File: config.mk
export PLATFORM = sky130hd
export DESIGN_NAME = lsu_mem_access_flat
export DESIGN_NICKNAME = d
export VERILOG_FILES = /design/src/rtl/lsu_mem_access_if.sv /design/src/rtl/lsu_mem_access.sv /design/src/flat_wrapper.sv
export SDC_FILE = /design/constraint.sdc
export NUM_CORES = 1
export LEC_CHECK = 0
export CAP_MARGIN = 20
export CORE_AREA = 2 2 120 122
export DETAILED_ROUTE_END_ITERATION = 10
export DIE_AREA = 0 0 122 124
export PLACE_DENSITY = 0.74
export SLEW_MARGIN = 40
export SYNTH_ARGS = -nofsm -noshare
export SYNTH_HDL_FRONTEND = slang
export SYNTH_SLANG_ARGS = --single-unit
File: constraint.sdc
create_clock -name clk -period 3.3 [get_ports clk]
set_input_delay 0.66 -clock clk [delete_from_list [all_inputs] [get_ports clk]]
set_output_delay 0.66 -clock clk [all_outputs]
set_load 0.01 [all_outputs]
File: src/rtl/lsu_mem_access_if.sv
// Valid/ready memory bus between the load/store unit and data memory.
// The LSU side is the master; the memory side is the slave.
interface lsu_mem_access_if #(
  parameter int ADDR_WIDTH = 32,
  parameter int DATA_WIDTH = 32
);
  logic                  mem_req_valid;
  logic                  mem_req_ready;
  logic                  mem_req_wen;
  logic [ADDR_WIDTH-1:0] mem_req_addr;
  logic [DATA_WIDTH-1:0] mem_req_wdata;
  logic [3:0]            mem_req_wmask;
  logic                  mem_resp_valid;
  logic [DATA_WIDTH-1:0] mem_resp_rdata;

  modport master (
    output mem_req_valid,
    output mem_req_wen,
    output mem_req_addr,
    output mem_req_wdata,
    output mem_req_wmask,
    input  mem_req_ready,
    input  mem_resp_valid,
    input  mem_resp_rdata
  );

  modport slave (
    input  mem_req_valid,
    input  mem_req_wen,
    input  mem_req_addr,
    input  mem_req_wdata,
    input  mem_req_wmask,
    output mem_req_ready,
    output mem_resp_valid,
    output mem_resp_rdata
  );
endinterface

File: src/rtl/lsu_mem_access.sv
// Memory-stage LSU: one bus request per op, stalls the pipe until done.
// Optional misaligned-access trap enabled by defining LSU_MISALIGN_TRAP_EN.
module lsu_mem_access #(
  parameter int ADDR_WIDTH     = 32,
  parameter int DATA_WIDTH     = 32,
  parameter int REG_ADDR_WIDTH = 5
) (
  input  logic                      clk,
  input  logic                      rst,
  input  logic                      ex_valid,
  input  logic                      ex_mem_ren,
  input  logic                      ex_mem_wen,
  input  logic [2:0]                ex_funct3,
  input  logic [ADDR_WIDTH-1:0]     ex_addr,
  input  logic [DATA_WIDTH-1:0]     ex_wdata,
  input  logic [REG_ADDR_WIDTH-1:0] ex_rd,
  output logic                      lsu_stall,
  output logic [DATA_WIDTH-1:0]     lsu_rdata,
  output logic                      lsu_rdata_valid,
  output logic [REG_ADDR_WIDTH-1:0] lsu_rd,
`ifdef LSU_MISALIGN_TRAP_EN
  output logic                      lsu_misalign,
  output logic [ADDR_WIDTH-1:0]     lsu_fault_addr,
`endif
  lsu_mem_access_if.master          mem
);

  typedef enum logic [1:0] {
    IDLE = 2'd0,
    REQ  = 2'd1,
    WAIT = 2'd2,
    DONE = 2'd3
  } state_e;

  state_e                    state_q, state_d;
  logic [ADDR_WIDTH-1:0]     addr_q, addr_d;
  logic [DATA_WIDTH-1:0]     wdata_q, wdata_d;
  logic [DATA_WIDTH-1:0]     rdata_q, rdata_d;
  logic [2:0]                f3_q, f3_d;
  logic [REG_ADDR_WIDTH-1:0] rd_q, rd_d;
  logic                      ld_q, ld_d;
  logic                      new_op;
  logic                      mis_op;
  logic                      mis_q, mis_d;
  logic [DATA_WIDTH-1:0]     load_val;
  logic [DATA_WIDTH-1:0]     sh_b;
  logic [DATA_WIDTH-1:0]     sh_h;
  logic                      sx;

  // Undefined size codes fall through to word.
  function automatic logic is_b(input logic [2:0] f);
    return f[1:0] == 2'b00;
  endfunction

  function automatic logic is_h(input logic [2:0] f);
    return f[1:0] == 2'b01;
  endfunction

  assign new_op = ex_valid & (ex_mem_ren | ex_mem_wen);

`ifdef LSU_MISALIGN_TRAP_EN
  assign mis_op = (is_h(ex_funct3) & ex_addr[0])
                | (~is_b(ex_funct3) & ~is_h(ex_funct3)
                   & (|ex_addr[1:0]));
`else
  assign mis_op = 1'b0;
`endif

  always_ff @(posedge clk) begin
    if (rst) begin
      state_q <= IDLE;
    end else begin
      state_q <= state_d;
    end
  end

  always_ff @(posedge clk) begin
    if (rst) begin
      addr_q  <= '0;
      wdata_q <= '0;
      rdata_q <= '0;
      f3_q    <= '0;
      rd_q    <= '0;
      ld_q    <= 1'b0;
      mis_q   <= 1'b0;
    end else begin
      addr_q  <= addr_d;
      wdata_q <= wdata_d;
      rdata_q <= rdata_d;
      f3_q    <= f3_d;
      rd_q    <= rd_d;
      ld_q    <= ld_d;
      mis_q   <= mis_d;
    end
  end

  always_comb begin
    state_d = state_q;
    unique case (state_q)
      IDLE: begin
        if (new_op) state_d = mis_op ? DONE : REQ;
      end
      REQ: begin
        if (mem.mem_req_ready) state_d = ld_q ? WAIT : DONE;
      end
      WAIT: begin
        if (mem.mem_resp_valid) state_d = DONE;
      end
      DONE: state_d = IDLE;
      default: state_d = IDLE;
    endcase
  end

  // Lane select: bytes use addr[1:0], halves use addr[1] only.
  assign sh_b = mem.mem_resp_rdata >> {addr_q[1:0], 3'b000};
  assign sh_h = mem.mem_resp_rdata >> {addr_q[1], 4'b0000};
  assign sx   = ~f3_q[2];

  always_comb begin
    load_val = mem.mem_resp_rdata;
    unique case (1'b1)
      is_b(f3_q): load_val = {{24{sx & sh_b[7]}}, sh_b[7:0]};
      is_h(f3_q): load_val = {{16{sx & sh_h[15]}}, sh_h[15:0]};
      default: ;
    endcase
  end

  always_comb begin
    addr_d  = addr_q;
    wdata_d = wdata_q;
    rdata_d = rdata_q;
    f3_d    = f3_q;
    rd_d    = rd_q;
    ld_d    = ld_q;
    mis_d   = mis_q;
    if (state_q == IDLE && new_op) begin
      addr_d  = ex_addr;
      wdata_d = ex_wdata;
      f3_d    = ex_funct3;
      rd_d    = ex_rd;
      ld_d    = ex_mem_ren;
      mis_d   = mis_op;
    end
    if (state_q == WAIT && mem.mem_resp_valid) begin
      rdata_d = load_val;
    end
  end

  assign lsu_rdata = rdata_q;
  assign lsu_rd    = rd_q;

  always_comb begin
    lsu_stall = (state_q == REQ) | (state_q == WAIT)
              | ((state_q == IDLE) & new_op);
    lsu_rdata_valid   = (state_q == DONE) & ld_q & ~mis_q;
    mem.mem_req_valid = (state_q == REQ);
    mem.mem_req_wen   = 1'b0;
    mem.mem_req_addr  = '0;
    mem.mem_req_wdata = '0;
    mem.mem_req_wmask = 4'b0000;
    if (state_q == REQ) begin
      mem.mem_req_addr = {addr_q[ADDR_WIDTH-1:2], 2'b00};
      if (!ld_q) begin
        mem.mem_req_wen = 1'b1;
        unique case (1'b1)
          is_b(f3_q): begin
            mem.mem_req_wmask = 4'b0001 << addr_q[1:0];
            mem.mem_req_wdata = {4{wdata_q[7:0]}};
          end
          is_h(f3_q): begin
            mem.mem_req_wmask = 4'b0011 << {addr_q[1], 1'b0};
            mem.mem_req_wdata = {2{wdata_q[15:0]}};
          end
          default: begin
            mem.mem_req_wmask = 4'b1111;
            mem.mem_req_wdata = wdata_q;
          end
        endcase
      end
    end
  end

`ifdef LSU_MISALIGN_TRAP_EN
  assign lsu_misalign   = (state_q == DONE) & mis_q;
  assign lsu_fault_addr = lsu_misalign ? addr_q : '0;
`endif

endmodule

File: src/flat_wrapper.sv
// flat-port wrapper written by rule: the top's interface ports become plain ports
module lsu_mem_access_flat 
#(
  parameter int ADDR_WIDTH     = 32,
  parameter int DATA_WIDTH     = 32,
  parameter int REG_ADDR_WIDTH = 5
)
  (clk, rst, ex_valid, ex_mem_ren, ex_mem_wen, ex_funct3, ex_addr, ex_wdata, ex_rd, lsu_stall, lsu_rdata, lsu_rdata_valid, lsu_rd, mem_mem_req_valid, mem_mem_req_wen, mem_mem_req_addr, mem_mem_req_wdata, mem_mem_req_wmask, mem_mem_req_ready, mem_mem_resp_valid, mem_mem_resp_rdata);
  lsu_mem_access_if #(.ADDR_WIDTH(ADDR_WIDTH), .DATA_WIDTH(DATA_WIDTH)) mem_i ();
  input  logic clk;
  input  logic rst;
  input  logic ex_valid;
  input  logic ex_mem_ren;
  input  logic ex_mem_wen;
  input  logic [2:0] ex_funct3;
  input  logic [ADDR_WIDTH-1:0] ex_addr;
  input  logic [DATA_WIDTH-1:0] ex_wdata;
  input  logic [REG_ADDR_WIDTH-1:0] ex_rd;
  output logic lsu_stall;
  output logic [DATA_WIDTH-1:0] lsu_rdata;
  output logic lsu_rdata_valid;
  output logic [REG_ADDR_WIDTH-1:0] lsu_rd;
  output wire logic [$bits(mem_i.mem_req_valid)-1:0] mem_mem_req_valid;
  output wire logic [$bits(mem_i.mem_req_wen)-1:0] mem_mem_req_wen;
  output wire logic [$bits(mem_i.mem_req_addr)-1:0] mem_mem_req_addr;
  output wire logic [$bits(mem_i.mem_req_wdata)-1:0] mem_mem_req_wdata;
  output wire logic [$bits(mem_i.mem_req_wmask)-1:0] mem_mem_req_wmask;
  input wire logic [$bits(mem_i.mem_req_ready)-1:0] mem_mem_req_ready;
  input wire logic [$bits(mem_i.mem_resp_valid)-1:0] mem_mem_resp_valid;
  input wire logic [$bits(mem_i.mem_resp_rdata)-1:0] mem_mem_resp_rdata;
  assign mem_mem_req_valid = mem_i.mem_req_valid;
  assign mem_mem_req_wen = mem_i.mem_req_wen;
  assign mem_mem_req_addr = mem_i.mem_req_addr;
  assign mem_mem_req_wdata = mem_i.mem_req_wdata;
  assign mem_mem_req_wmask = mem_i.mem_req_wmask;
  assign mem_i.mem_req_ready = mem_mem_req_ready;
  assign mem_i.mem_resp_valid = mem_mem_resp_valid;
  assign mem_i.mem_resp_rdata = mem_mem_resp_rdata;
  lsu_mem_access #(.ADDR_WIDTH(ADDR_WIDTH), .DATA_WIDTH(DATA_WIDTH), .REG_ADDR_WIDTH(REG_ADDR_WIDTH)) u_core (.clk(clk), .rst(rst), .ex_valid(ex_valid), .ex_mem_ren(ex_mem_ren), .ex_mem_wen(ex_mem_wen), .ex_funct3(ex_funct3), .ex_addr(ex_addr), .ex_wdata(ex_wdata), .ex_rd(ex_rd), .lsu_stall(lsu_stall), .lsu_rdata(lsu_rdata), .lsu_rdata_valid(lsu_rdata_valid), .lsu_rd(lsu_rd), .mem(mem_i));
endmodule
==> results of run 1 <==
path summary, 6_finish.rpt:
path                                  from                          endpoint  cells after the start
max            u_core.f3_q[1]$_SDFFE_PP0P_             mem_mem_req_wdata[12]                      4
min          u_core.addr_q[5]$_SDFFE_PP0P_     u_core.addr_q[5]$_SDFFE_PP0P_                      2
max reg2reg    u_core.f3_q[0]$_SDFFE_PP0P_  u_core.lsu_rdata[0]$_SDFFE_PP0P_                      4
min reg2reg  u_core.addr_q[5]$_SDFFE_PP0P_     u_core.addr_q[5]$_SDFFE_PP0P_                      2
logic make-up (layout without fill, tap and decap cells):
family / after synthesis / count (layout) / share of synthesized area, %
AND/OR/NAND/NOR: 312 / 312 / 26.1
flip-flops: 107 / 107 / 39.3
AO/OA/AOI/OAI: 196 / 196 / 23.7
adder cells (fa/ha/maj): 4 / 4 / 0.918
multiplexers: 19 / 19 / 3.86
buffers and inverters: 70 / 251 / 6.10
other: 1 / 3 / 0.0688
layout by cell type, fill, tap and decap left out, types with 2 or more instances in the layout:
cell             count
ha_1                 4
mux2i_1              9
nor2_1              30
conb_1               2
a211oi_1             8
nand2b_1             5
a222oi_1             7
a211oi_2             7
a21oi_1            100
nor2b_1             12
o41ai_1              7
mux2_4               2
o211ai_1             2
a31oi_1             16
dfxtp_1            106
inv_2                4
mux2_1               8
o221ai_1            16
inv_1                3
o21ai_0             16
nand3_1              8
clkdlybuf4s50_1    216
clkbuf_16            9
o21a_1               7
and2_1              63
nand2_1            184
buf_4               12
power breakdown:
| group | switching, W | internal [W] |
|---|---|---|
| logic | 0.000906 | 0.000754 |
| clock network | 0.000483 | 0.000603 |
| registers | 0.000158 | 0.00150 |
critical path, delay by kind of cell (launching register included):
family,cells,cell delay [ps]
AO/OA/AOI/OAI,1,150
buffers and inverters,1,590
flip-flops,1,700
AND/OR/NAND/NOR,2,470
routing by layer:
metal  up-vias  GRT usage, %  part of all wire (%)
met5         -             0                     0
met1      2632          28.8                    42
met4         0          7.61                   2.2
met3        25          7.37                   9.8
met2       241          37.3                    46
li1       2786             -                     -
registers in the layout (all words and copies together) (netlist names):
name              flops
u_core.state_q        2
u_core.addr_q        32
u_core.lsu_rdata     32
u_core.lsu_rd         5
u_core.ld_q           1
u_core.f3_q           3
u_core.wdata_q       32
final cells by class:
cell class,instances,area [sq um]
Tap cell,180,225
Fill cell,1296,5770
Clock inverter,4,51.3
Antenna cell,1,2.50
Sequential cell,107,2140
Clock buffer,10,239
Inverter,7,26.3
Timing Repair Buffer,230,2280
Multi-Input combinational cell,533,2980
per-stage QoR:
step	cell area, sq um	cells
after detailed placement	7650	1057
final	7950	1072
after floorplan	5460	710
after CTS	7940	1071
after global routing	7940	1071
after global placement	7650	1057
==> metrics.md, run 1 <==
| Metric | Value |
|---|---|
| Pre-antenna DRT Iters | 7 |
| Synth cell count leaders | 184 x nand2_1, 107 x dfxtp_1, 100 x a21oi_1 |
| Period minus WS final | 2930 ps |
| WL per Instance | 16.3 microns |
| Number of vias per cell | roughly 5.3 |
| Max-cap violation count | 0 |
| Post-synth design cell area | approximately 5500 sq um |
| Worst VDD drop | about 0.54 mV |
| Cells after Synth | slightly above 700 |
| DR iter-0 viols | between 600 and 700 |
| Final RePlAce weighted congestion | 0.804 |
| Power Density | between 500 and 600 nW/um^2 |
| Die area | ~15000 sq um |
| ANT nets after route | 0 |
| Seq/Total Area, Yosys | between 30 and 40% |
| Worst Path Required | 2640 ps |
| Core Footprint | between 10000 and 15000 sq um |
| Fmax | about 340 MHz |
| Vias in the first global route | roughly 5300 |
| Total power | around 0.0044 W |
| Yosys reg bits | roughly 110 |
| FP Rows | 43 |
| Yosys top cell area share | slightly below 40% |
| Synth warn | 0 |
| DIE WIDTH | 122 microns |
| Final setup viols | 0 |
| Final net count | roughly 1000 |
| All-Layer GR Usage | roughly 23% |
| Starting Density | 39.7% |
| RSZ-0062 raised after global routing | no |
| Final Slew Violations | 0 |
| Area growth syn-to-layout | 45.7% |
| Post-synth EDFFs | 0 |
| CTS Sinks | around 110 |
| Clk buf depth | 2 |
| Top post-synthesis cells by area | dfxtp_1 39%, nand2_1 13%, a21oi_1 9.2% |
| Top FF cell, synth | dfxtp_1 |
| Via count | roughly 5700 |
| Setup TNS | 0 ps |
| # DRC | 0 |
| CTS Buf Count | 9 |
| Crit-path max FO | 34 |
| Final HPWL DP | about 12000 microns |
| Root Driver | clkbuf_16 |
| Share of cells above drive strength 1 | 5.50% |
| Reg-to-reg slack, setup | 1270 ps |
| Slowest-stage cell, CP | dfxtp_2 |
| Dpl ws | roughly 700 ps |
| Post-Synthesis Mean Instance Area | roughly 7.7 sq um |
| CTS tree | yes |
| Post-CTS Setup Repair Bufs | 0 |
| Min-Delay Path Class | reg2reg |
| Clk_skew | ~10 ps |
| Antenna violations before repair | 1 |
| Synth async-reset ratio | 0% |
| Startpoint Class | flip-flop |
| CP max stage delay | 700 ps |
| Final setup margin | roughly 370 ps |
| Die H | roughly 120 microns |
| Cell with the most instances after synthesis | nand2_1 |
| Worst Path Arrival | about 2300 ps |
| Synth cell types | 48 |
| Leak pwr | between 2 and 3 nW |
| Post-CTS Hold Buffers | 0 |
| Worst Setup Path Type | reg2out |
| Max transition margin | 47.9% |
| # IOs | between 200 and 250 |
| Hold Fails Final Rpt | 0 |
| Clk slew on worst S/H paths | about 70 ps |
| Clock insertion delay at the later pin of the skew report | about 350 ps |
| CTS H-tree lvls | 3 |
| WHS | 448 ps |
| First-pass GRT wire length | between 20000 and 30000 microns |
| Least-Margin Pin Slew | 782 ps |
| Worst-path cell chain | or2_1, nand2_1, a21oi_1, clkdlybuf4s50_1 |
| Worst Setup End Kind | output pin |
| Status | finished, final reports clean |
| Cts repair resizes | 0 |
| Routed WL | about 18000 microns |
| IO Port Bufs | 217 |
| GRT overflow | 0 |
| Largest net degree at the start of global routing | 74 |
| Synth area leader | dfxtp_1 |
| Final Cycle Share | 88.6% |
| Final core utilization | roughly 58% |
(Power assumes the default switching activity.)
==> run 2, diff against run 1 <==
- SKIP_CTS_REPAIR_TIMING: not set -> 1
==> results of run 2 <==
Same layout as run 1: the final DEF is identical, and so are final timing and power.
==> run 3, diff against run 2 <==
- clock period: 3.3 -> 3.2 ns (I/O delays scaled with it)
==> run 3 against run 2 <==
  * Critical path depth unchanged
  * Hold slack better by 1.5 ps
  * Utilization up 0.34 points
  * Setup slack worse by 89 ps
  * Flip-flop and latch count unchanged
  * Register-to-register slack worse by 120 ps
  * Via count down 1.3%
  * Wire length down 1.0%
  * Clock skew down 0.58 ps
  * Sequential share of layout area down 0.16 points
  * Global-route usage unchanged
  * Largest power group is now combinational cells
==> metrics.md, run 3 (synthesized netlist as in run 1, its figures left out) <==
| Metric | Value |
|---|---|
| CTS Buf Count | 9 (unchanged) |
| Max transition margin | 49.0% (+1.1 points) |
| Worst-path cell chain | or2_1, nand2_1, a21oi_1, clkdlybuf4s50_1 |
| Max-cap violation count | 0 (unchanged) |
| CP max stage delay | 690 ps (about the same) |
| IO Port Bufs | 217 (unchanged) |
| CP Buf/Inv Count | 1 (unchanged) |
| Largest net degree at the start of global routing | 74 (unchanged) |
| Final HPWL DP | 12200 microns (about the same) |
| Root Driver | clkbuf_16 |
| Status | finished, final reports clean |
| Die area | 15100 sq um (unchanged) |
| RSZ-0062 raised after global routing | no |
| Worst Path Required | 2560 ps (-80 ps) |
| Top Family by Delay on Critical Path | flip-flops |
| Final RePlAce weighted congestion | 0.805 (+0.14%) |
| Psw | 0.00161 W (+3.9%) |
| CTS Sinks | 107 (unchanged) |
| Antenna violations before repair | 1 (unchanged) |
| Pre-antenna DRT Iters | 7 (unchanged) |
| N_diodes | 0 (-1) |
| GRT overflow | 0 (unchanged) |
| Startpoint Class | flip-flop |
| Hold Fails Final Rpt | 0 (unchanged) |
| Worst Path Arrival | 2270 ps (about the same) |
| Logic pwr share | 36.6% (-1.1 points) |
| DR iter-0 viols | 426 (-29%) |
| Worst VDD drop | 0.450 mV (-17%) |
| Final setup margin | 286 ps (-88.9 ps) |
| DIE WIDTH | 122 microns (unchanged) |
| Final core utilization | 58.3% (+0.34 points) |
| Share of cells above drive strength 1 | 5.60% (+0.10 points) |
| # IOs | 220 (unchanged) |
| Period minus WS final | around 2900 ps |
| Clk buf depth | 2 (unchanged) |
| Fillers | 1289 (-0.54%) |
| Worst Setup Path Type | reg2out |
| Starting Density | 39.7% (unchanged) |
| Area growth syn-to-layout | 46.6% |
| Dpl ws | 645 ps (-57.1 ps) |
| FP Rows | 43 (unchanged) |
| # DRC | 0 (unchanged) |
| CTS tree | yes |
| Slowest-stage cell, CP | dfxtp_1 |
| Flop pwr share | 36.3% (-1.4 points) |
| Crit-path max FO | 14 (-59%) |
| Vias in the first global route | 5268 (-0.43%) |
| Die H | 124 microns (unchanged) |
| Final cell count without fillers | 1073 (+0.093%) |
| Clk network pwr share | 27.1% (+2.5 points) |
| Final setup viols | 0 (unchanged) |
| Clk slew on worst S/H paths | 70 ps (about the same) |
| Worst Setup End Kind | output pin |
| CTS H-tree lvls | 3 (unchanged) |
| Final Slew Violations | 0 (unchanged) |
| Final net count | 1003 (unchanged) |
| Power Density | 587 nW/um^2 (+5.8%) |
| Setup TNS | 0 ps (unchanged) |
| All-Layer GR Usage | 22.9% (unchanged) |
| Fmax | roughly 340 MHz |
| Clk_skew | 9.78 ps (-0.580 ps) |
| First-pass GRT wire length | 27100 microns (-0.71%) |
| Most common cell after layout, fill and taps aside | clkdlybuf4s50_1 |
| WL per Instance | 16.2 microns (-1.1%) |
| ANT nets after route | 0 (unchanged) |
| Commonest non-fill, non-tap cells in the layout | 216 x clkdlybuf4s50_1, 184 x nand2_1, 106 x dfxtp_1 |
| Least-Margin Pin Slew | 765 ps (-16.3 ps) |
| Leak pwr | 2.86 nW (+0.89%) |
| Placed Cells | 1057 (unchanged) |
| Core Footprint | 13700 sq um (unchanged) |
| Switch share | 34.3% (-0.80 points) |
| Number of vias per cell | 5.23 (-1.4%) |
| Final Cycle Share | between 90% and 100% |
| Min-Delay Path Class | reg2reg |
| Via count | 5609 (-1.3%) |
| Int Pwr | 0.00308 W (+7.7%) |
| Clock insertion delay at the later pin of the skew report | 360 ps (about the same) |
| Routed WL | 17300 microns (-1.0%) |
-- run 3: final cells by class --
type	instances	area [sq um]	area share, %
clock buffers	13	270	3.38
clock inverters	3	68.8	0.861
inverters	7	26.3	0.329
multi-input cells	533	2980	37.3
flip-flops and latches	107	2140	26.8
well taps	180	225	2.82
repair buffers	230	2280	28.5
-- run 3: final timing paths --
check,start,endpoint,slack [ps],depth (start not counted)
worst max-delay path,u_core.f3_q[0]$_SDFFE_PP0P_,mem_mem_req_wdata[12],290,4
worst min register to register,u_core.addr_q[19]$_SDFFE_PP0P_,u_core.addr_q[19]$_SDFFE_PP0P_,450,2
worst max register to register,u_core.state_q[0]$_SDFFE_PP0P_,u_core.lsu_rdata[28]$_SDFFE_PP0P_,1150,6
worst min-delay path,u_core.addr_q[19]$_SDFFE_PP0P_,u_core.addr_q[19]$_SDFFE_PP0P_,450,2
-- run 3: power groups by stage --
stage	Clock (W)	Sequential (W)	Combinational, W
6_report	0.00127	0.00170	0.00172
5_1_grt	0.00135	0.00173	0.00189
4_1_cts	0.00129	0.00170	0.00173
3_5_place_dp	0	0.00173	0.00172
3_3_place_gp	0	0.00172	0.00171
2_1_floorplan	0	0.00172	0.00101
-- run 3: stage by stage --
step           power [W]  hold WS [ps]  area (sq um)
2_1_floorplan    0.00273           432          5460
3_3_place_gp     0.00344           437          7650
3_5_place_dp     0.00345           442          7650
4_1_cts          0.00472           451          7990
5_1_grt          0.00497           462          7990
6_report         0.00469           449          7990
-- run 3: worst reg2reg max path, cell delays in order, from the launching register on --
cell	delay [ps]
dfxtp_1	360
inv_1	100
ha_1	260
and2_1	630
buf_4	310
o221ai_1	130
a31oi_1	190
-- run 3: per-layer routing --
layer	wire length (microns)	GRT usage [%]	up-vias
li1	-	-	2796
met1	7350	28.1	2573
met2	7840	36.7	213
met3	1700	8.70	27
met4	463	8.55	0
met5	0	0	-
